[src/rtl/ifu_pkg.sv]
// ifu_pkg: shared encodings and defaults for the instruction-fetch controller.
package ifu_pkg;
    localparam logic [1:0] NPC_SEQ = 2'b00;
    localparam logic [1:0] NPC_BR  = 2'b01;
    localparam logic [1:0] NPC_J   = 2'b10;
    localparam logic [1:0] NPC_JR  = 2'b11;
    localparam logic [31:0] PC_RESET_DEF = 32'h0000_3000;
    typedef enum logic [1:0] {S_BOOT, S_RUN, S_HALT} state_t;
endpackage

[src/rtl/ifu_npc_calc.sv]
// ifu_npc_calc: next-PC mux, redirect targets and illegal-PC flag.
// IFU_BOUNDS_CHECK_EN adds a ROM range check to the misalignment check.
module ifu_npc_calc import ifu_pkg::*; #(
    parameter logic [31:0] PC_RESET  = PC_RESET_DEF,
    parameter int          IM_ADDR_W = 10
) (
    input  logic [31:0] pc_f,
    input  logic [31:0] pc_d,
    input  logic        valid_d,
    input  logic [1:0]  npc_sel,
    input  logic        br_taken,
    input  logic [15:0] imm16,
    input  logic [25:0] imm26,
    input  logic [31:0] rs_val,
    output logic [31:0] npc,
    output logic        bad
);
    logic [31:0] seq, pc_d4, br_tgt, j_tgt;
    always_comb begin
        seq    = pc_f + 32'd4;
        pc_d4  = pc_d + 32'd4;
        br_tgt = pc_d4 + {{14{imm16[15]}}, imm16, 2'b00};
        j_tgt  = {pc_d4[31:28], imm26, 2'b00};
        // redirects come from the D stage, so only a real IF/ID instruction may steer
        npc = !valid_d               ? seq :
              npc_sel == NPC_BR      ? (br_taken ? br_tgt : seq) :
              npc_sel == NPC_J       ? j_tgt :
              npc_sel == NPC_JR      ? rs_val : seq;
    end
`ifdef IFU_BOUNDS_CHECK_EN
    localparam logic [31:0] PC_END = PC_RESET + (32'd4 << IM_ADDR_W);
    assign bad = (|npc[1:0]) || (npc < PC_RESET) || (npc >= PC_END);
`else
    assign bad = |npc[1:0];
`endif
endmodule

[src/rtl/ifu_fetch_ctrl.sv]
// ifu_fetch_ctrl: fetch PC, IF/ID register and BOOT/RUN/HALT sequencing of the instruction ROM.
// Optional IFU_BOUNDS_CHECK_EN also faults on next-PCs outside the ROM window.
module ifu_fetch_ctrl import ifu_pkg::*; #(
    parameter logic [31:0] PC_RESET  = PC_RESET_DEF,
    parameter int          IM_ADDR_W = 10
) (
    input  logic                 clk,
    input  logic                 rst_n,
    input  logic                 stall,
    input  logic [1:0]           npc_sel,
    input  logic                 br_taken,
    input  logic [15:0]          imm16,
    input  logic [25:0]          imm26,
    input  logic [31:0]          rs_val,
    output logic [IM_ADDR_W-1:0] im_raddr,
    input  logic [31:0]          im_rdata,
    output logic [31:0]          pc_f,
    output logic [31:0]          pc_d,
    output logic [31:0]          instr_d,
    output logic                 instr_valid_d,
    output logic                 fault
);
    state_t      state;
    logic [31:0] npc;
    logic        bad;

    assign im_raddr = IM_ADDR_W'((pc_f - PC_RESET) >> 2);

    ifu_npc_calc #(.PC_RESET(PC_RESET), .IM_ADDR_W(IM_ADDR_W)) u_npc (
        .pc_f(pc_f), .pc_d(pc_d), .valid_d(instr_valid_d), .npc_sel(npc_sel),
        .br_taken(br_taken), .imm16(imm16), .imm26(imm26), .rs_val(rs_val),
        .npc(npc), .bad(bad)
    );

    always_ff @(posedge clk or negedge rst_n) begin
        if (!rst_n) begin
            state         <= S_BOOT;
            pc_f          <= PC_RESET;
            pc_d          <= '0;
            instr_d       <= '0;
            instr_valid_d <= 1'b0;
            fault         <= 1'b0;
        end else begin
            case (state)
                S_BOOT: begin
                    pc_d          <= pc_f;
                    instr_d       <= im_rdata;
                    instr_valid_d <= 1'b1;
                    pc_f          <= pc_f + 32'd4;
                    state         <= S_RUN;
                end
                S_RUN: if (!stall) begin
                    // an illegal target freezes fetch at the last legal PC
                    if (bad) begin
                        state         <= S_HALT;
                        fault         <= 1'b1;
                        instr_valid_d <= 1'b0;
                    end else begin
                        pc_d          <= pc_f;
                        instr_d       <= im_rdata;
                        instr_valid_d <= 1'b1;
                        pc_f          <= npc;
                    end
                end
                default: ;
            endcase
        end
    end
endmodule

[config.mk]
export PLATFORM = sky130hd
export DESIGN_NAME = ifu_fetch_ctrl
export DESIGN_NICKNAME = d
export VERILOG_FILES = /design/src/rtl/ifu_pkg.sv /design/src/rtl/ifu_npc_calc.sv /design/src/rtl/ifu_fetch_ctrl.sv
export SDC_FILE = /design/constraint.sdc
export NUM_CORES = 1
export LEC_CHECK = 0
export CAP_MARGIN = 20
export CORE_MARGIN = 3
export CORE_UTILIZATION = 46
export DETAILED_ROUTE_END_ITERATION = 10
export GPL_ROUTABILITY_DRIVEN = 0
export GPL_TIMING_DRIVEN = 0
export PLACE_DENSITY = 0.79
export SLEW_MARGIN = 20
export SYNTH_ARGS = -nofsm -noshare
export SYNTH_HDL_FRONTEND = slang
export SYNTH_HIERARCHICAL = 1
export SYNTH_SLANG_ARGS = --single-unit
[constraint.sdc]
create_clock -name clk -period 3.8 [get_ports clk]
set_input_delay 0.57 -clock clk [delete_from_list [all_inputs] [get_ports clk]]
set_output_delay 0.57 -clock clk [all_outputs]
set_load 0.03 [all_outputs]
Yosys cells after proc, flatten, opt, wreduce, memory -nomap -nowiden
Index checks and enable logic that the tools add are counted.
W data, S select, Z words.
{"block": "classes", "eq_ne": 7, "addsub": 4, "n_bitwise": 1, "muxes": 20, "n_reduce_logical": 7}
{"op": "$mux W32", "n": 11}
{"op": "$pmux W32 S2", "n": 3}
{"op": "$add A32 B3 Y32 const B", "n": 2}
{"op": "$add A32 B32 Y32", "n": 1}
{"op": "$sub A12 B1 Y12 const B", "n": 1}
{"op": "$reduce_and A3 Y1", "n": 3}
{"op": "$ne A2 B2 Y1 const B", "n": 3}
{"op": "$eq A2 B1 Y1 const B", "n": 2}
{"op": "$eq A2 B2 Y1 const B", "n": 2}
{"op": "$mux W2", "n": 2}
{"op": "$pmux W2 S2", "n": 1}
{"op": "$logic_not A2 Y1", "n": 1}
{"op": "$mux W1", "n": 2}
{"op": "$pmux W1 S2", "n": 1}
{"op": "$reduce_and A2 Y1", "n": 1}
{"op": "$reduce_bool A2 Y1", "n": 1}
{"op": "$reduce_or A2 Y1", "n": 1}
{"op": "$not A1 Y1", "n": 1}
{"block": "word_totals", "inputBits": 112, "word_cells": 45, "output_inout_bits": 108, "register_bits": 100}

Longest topological paths before layout
{"block": "depth", "depth_word": 9, "depth_mapped": 19, "depth_no_buf": 18}

Modules after synthesis
Netlist, hierarchy kept.
{"module": "ifu_fetch_ctrl", "cells_per_inst": 552, "area_per_inst_um2": 4635.7, "n_inst": 1}
{"module": "ifu_npc_calc", "cells_per_inst": 566, "area_per_inst_um2": 3878.7, "n_inst": 1}

Worst setup path after synthesis
Ideal clock, no wire load.
{"block": "synth_path", "path_kind": "reg-to-reg", "startpoint": "reg pc_d[7]", "endpoint": "reg pc_f[27]", "setup_time_ns": 0.158, "required_ns": 3.642, "path_slack_ns": 0.041, "stages_incl_launch_ff": 18, "arrival_ns": 3.601, "path_cell_list": "dfrtp_1 and4_1 nand2_1 nor2_1 nand4_1 xnor2_1 ha_1 and3_1 a221oi_1 o21ai_1 a31oi_4 nand2_2 a221oi_4 xor2_1 o21ai_0 and3_1 a21oi_1 o311ai_0"}
{"block": "synth_between", "elab_chain_len": 8}
{"element": "start: declaration", "line": "ifu_fetch_ctrl.sv:18", "rtl": "output logic [31:0] pc_d,"}
{"element": "start signal: assignment", "line": "ifu_fetch_ctrl.sv:46", "rtl": "pc_d <= pc_f;"}
{"element": "start signal: assignment", "line": "ifu_fetch_ctrl.sv:59", "rtl": "pc_d <= pc_f;"}
{"element": "$add A32 B3 Y32", "line": "ifu_npc_calc.sv:21", "rtl": "pc_d4 = pc_d + 32'd4;"}
{"element": "$add A32 B32 Y32", "line": "ifu_npc_calc.sv:22", "rtl": "br_tgt = pc_d4 + {{14{imm16[15]}}, imm16, 2'b00};"}
{"element": "$mux W32 (2 in a row)", "line": "ifu_npc_calc.sv:26", "rtl": "npc_sel == NPC_BR ? (br_taken ? br_tgt : seq) :"}
{"element": "$mux W32", "line": "ifu_npc_calc.sv:25", "rtl": "npc = !valid_d ? seq :"}
{"element": "net npc[27]", "line": "ifu_fetch_ctrl.sv:24", "rtl": "logic [31:0] npc;"}
{"element": "$mux W32", "line": "ifu_fetch_ctrl.sv:54", "rtl": "if (bad) begin"}
{"element": "$mux W32", "line": "ifu_fetch_ctrl.sv:52", "rtl": "S_RUN: if (!stall) begin"}
{"element": "$pmux W32 S2", "line": "ifu_fetch_ctrl.sv:44", "rtl": "case (state)"}
{"element": "end signal: assignment", "line": "ifu_fetch_ctrl.sv:49", "rtl": "pc_f <= pc_f + 32'd4;"}
{"element": "end signal: assignment", "line": "ifu_fetch_ctrl.sv:62", "rtl": "pc_f <= npc;"}
{"element": "end: declaration", "line": "ifu_fetch_ctrl.sv:17", "rtl": "output logic [31:0] pc_f,"}
The timed path passes the listed nets, and every way through them passes these cells. The select of a mux whose other input is x is not followed.
A chain may end at the register's enable or synchronous reset.

Worst setup path after layout
{"block": "layout_path", "startpoint": "reg pc_d[5]", "endpoint": "reg pc_f[22]"}
The elaborated chain is that of the path after synthesis.

==> flow_summary_export.csv <==
group,metric,value,unit
worst_setup_path,required,4.03,ns
worst_setup_path,r2r_slack,-0.01,ns
clock_tree,cts.sinks,100,
synth,yosysTopAreaCellShare,28.8,%
grt,globalRouteTotalUtil,30.5,%
finish,finalCoreUtilization,64.6,%
synth,muxShareOfSynthArea,2.19,%
worst_setup_path,crit_slowest_cell,"a311o_4",
routing,drt-vias-per-instance,6.17,
synth,yosysUniqueCellTypes,81,
timing,worst_pin_slew,0.832,ns
die,core_area,18100,um^2
synth,yosys-top-cells-count,"283 x nand2_1, 98 x dfrtp_1, 73 x a21oi_1, 65 x nor2_1, 54 x nand3_1",
synth,synth_most_common_cell,"nand2_1",
clock_tree,cts_root_buf,"clkbuf_16",
timing,fmax,0.262,GHz
routing,drt-initial-drc-count,1286,
clock_tree,htree_levels,3,
synth,synth_compound_area_share,21.8,%
die,die_h,142,um
die,rows,49,
routing,firstDrtPassIters,8,
finish,synthToLayoutAreaGrowth,37.3,%
power_and_ir_drop,ir_drop,0.228,mV
synth,synth_seq_area_share,29.4,%
worst_setup_path,endpoint_kind,"flop",
routing,ant_nets,0,
grt,grt_antenna_before_repair,0,
placement,port_buffers,217,
synth,syn-num-nets,1268,
clock_tree,clockBufferDepth,2,
outcome,status,"finished with violations",
routing,vias,9851,
timing,rsz0062_at_grt,"true",
synth,syn_inst,1118,
synth,synthArstFlopShare,100,%
worst_setup_path,criticalPathCategory,"reg -> reg",
synth,ys_warn_count,6,
clock_tree,worst_skew_pair.late_latency,0.36,ns
worst_setup_path,path_cells,"and3_1 > buf_4 > nand2_2 > nor2_4 > buf_4 > xor2_1 > ha_1 > and4_1 > nand2_2 > a21oi_4 > o41ai_4 > a311o_4 > mux2i_1 > a21oi_2 > or3_1 > o21ai_0 > nor3_1",
clock_tree,cts_tree,"built",
synth,synth_xor_area_share,8.02,%
synth,yosys.area.top_type,"dfrtp_1",
synth,avgSynthCellArea,7.62,um^2
grt,grt_pass1_wl,48.7,mm
grt,grt_max_degree,78,
finish,nFillCells,1561,
timing,setup_tns,-0.0113,ns
finish,antenna_cells,0,
worst_setup_path,cp.arrival,4.04,ns
timing,drv_slew,0,
grt,grt_pass1_vias,8990,
worst_setup_path,critical_path.max_fanout,6,
routing,wl_per_cell,20.2,um
clock_tree,cts_made_buffers,9,
finish,layout.nets,1513,
grt,gr-total-overflow,0,
die,die_area,20200,um^2
worst_setup_path,r2r-end,"pc_f[22]",
timing,setup_viol,1,
synth,synth_edf_count,0,
power_and_ir_drop,power.density,220,nW/um^2
timing,min_period,3.81,ns
synth,netlist_area,8510,um^2
die,io_pins,220,
timing,fin_skew,0.00641,ns
worst_setup_path,r2r_start,"pc_d[5]",
placement,dp_hpwl,24.3,mm
timing,finalCritPeriodShare,100,%
worst_setup_path,reg2reg_depth,17,
timing,slew-limit-headroom,44.4,%
synth,ys_top_cells_by_area,"dfrtp_1 29%, nand2_1 12%, ha_1 5.4%",
worst_hold_path,min_path_type,"in -> async",
worst_setup_path,critPathMaxStageDelay,0.46,ns
clock_tree,cts.clk_slew.worst_paths,0.07,ns
routing,drc,0,
die,die_x,142,um
outcome,violations,"negative setup slack",
synth,synth-adder-area-share,5.67,%
routing,wl,32.3,mm
synth,synth_flop_cell,"dfrtp_1",
synth,synth_seq_cells,100,
synth,synth_top_family_by_area,"simple AND/OR/NAND/NOR gates",
die,start_util,47.1,%
timing,finalWorstSetupSlack,-0.0113,ns
synth,synthSimpleGateAreaFrac,28.5,%
timing,hold_violations,0,
power_and_ir_drop,power.leakage,0.00505,uW
job,max_cap_violations,0,
worst_setup_path,critPathLaunchType,"flop",
finish,drive_gt1_share,11.3,%
layout make-up:
class,count,area (um^2),share of cell area [%]
clock buffer,11,253,2.16
tap,229,287,2.45
sequential,100,2520,21.6
multi-input combinational,932,5850,50.0
inverter,15,56.3,0.482
clock inverter,5,57.6,0.492
timing repair buffer,237,2350,20.1
buffer,68,323,2.76
per-stage QoR:
step	setup slack (ns)	cells	cell area [um^2]	power, uW	hold WS (ns)
3_5_place_dp	-0.561	1565	11000	1590	0.446
3_3_place_gp	-1.67	1564	11000	1580	0.454
2_1_floorplan	0.0410	1118	8510	1330	0.274
5_1_grt	-0.114	1597	11700	2660	0.0680
6_report	-0.0113	1597	11700	2580	0.0625
4_1_cts	-0.0580	1586	11400	2570	0.0673
worst max-delay path, delay by kind of cell, from the launching register on:
kind / cells / cell delay [ns]
compound gates: 5 / 1.04
mux: 1 / 0.22
fa+ha+maj: 1 / 0.36
flops: 1 / 0.45
buf+inv: 2 / 0.31
xor+xnor: 1 / 0.14
simple gates: 7 / 1.14
cell families (layout without fill, tap and decap cells):
group / after synthesis / count (layout)
mux: 18 / 18
fa+ha+maj: 38 / 38
simple gates: 530 / 530
compound gates: 268 / 268
buf+inv: 86 / 336
xor+xnor: 78 / 78
flops: 100 / 100
registers in the layout (all words and copies together), names as in the netlist:
register and flops:
pc_d 32, fault 1, instr_valid_d 1, state 2, pc_f 32, instr_d 32
per-layer routing:
layer / track usage, % / vias to the layer above / share of wire [%] / wire [um]
met5: 0 / - / 0 / 0
met4: 10.2 / 0 / 3.7 / 1190
met3: 8.57 / 117 / 12 / 3760
met2: 48.7 / 622 / 45 / 14700
met1: 39.9 / 4629 / 39 / 12700
li1: - / 4483 / - / -
power breakdown:
part | internal [uW] | switching (uW)
Clock | 550 | 434
Sequential | 1080 | 10.9
Combinational | 230 | 272
repair_timing:
item                       4_1_cts  5_1_grt
setup endpoints to repair       83       84
hold buffers                     0        0
gates resized for setup         23       65
setup buffers                    6       13
pin swaps                        5       13
worst max-delay path by stage:
stage,from,slack [ns],cells after the start,endpoint
floorplan,pc_d[7],0.04,17,pc_f[27]
global placement,rst_n,-1.67,1,pc_d[22]
detailed placement,npc_sel[1],-0.56,11,pc_f[4]
CTS,pc_d[4],-0.06,17,pc_f[27]
global route,pc_d[5],-0.11,17,pc_f[22]
finish,pc_d[5],-0.01,17,pc_f[22]
cells in the final DEF, fill, tap and decap left out, types with 6 or more instances in the layout:
cell / netlist / final
inv_1: 15 / 15
o31ai_1: 7 / 6
clkdlybuf4s50_1: 0 / 215
or2_2: 6 / 6
ha_1: 37 / 34
mux2i_1: 13 / 13
a22oi_1: 15 / 14
and2_1: 6 / 6
a21oi_1: 73 / 66
a21o_1: 16 / 16
and4_1: 11 / 10
nor2_1: 65 / 60
a31oi_1: 6 / 6
dfrtp_1: 98 / 85
xnor2_1: 42 / 40
clkbuf_2: 1 / 11
nor3_1: 18 / 17
nand2_1: 283 / 275
dfrtp_2: 0 / 13
nand4_1: 26 / 26
clkbuf_1: 49 / 36
o21a_1: 7 / 7
nand2_2: 1 / 7
o22ai_1: 28 / 28
o21ai_0: 47 / 45
clkbuf_16: 0 / 9
nor2b_1: 12 / 11
and3_1: 17 / 16
buf_4: 10 / 29
nand3_1: 54 / 53
nor4_1: 10 / 9
a21oi_2: 3 / 9
xor2_1: 36 / 36
o211ai_1: 6 / 6
No activity file was read; power rests on OpenSTA's default activity.
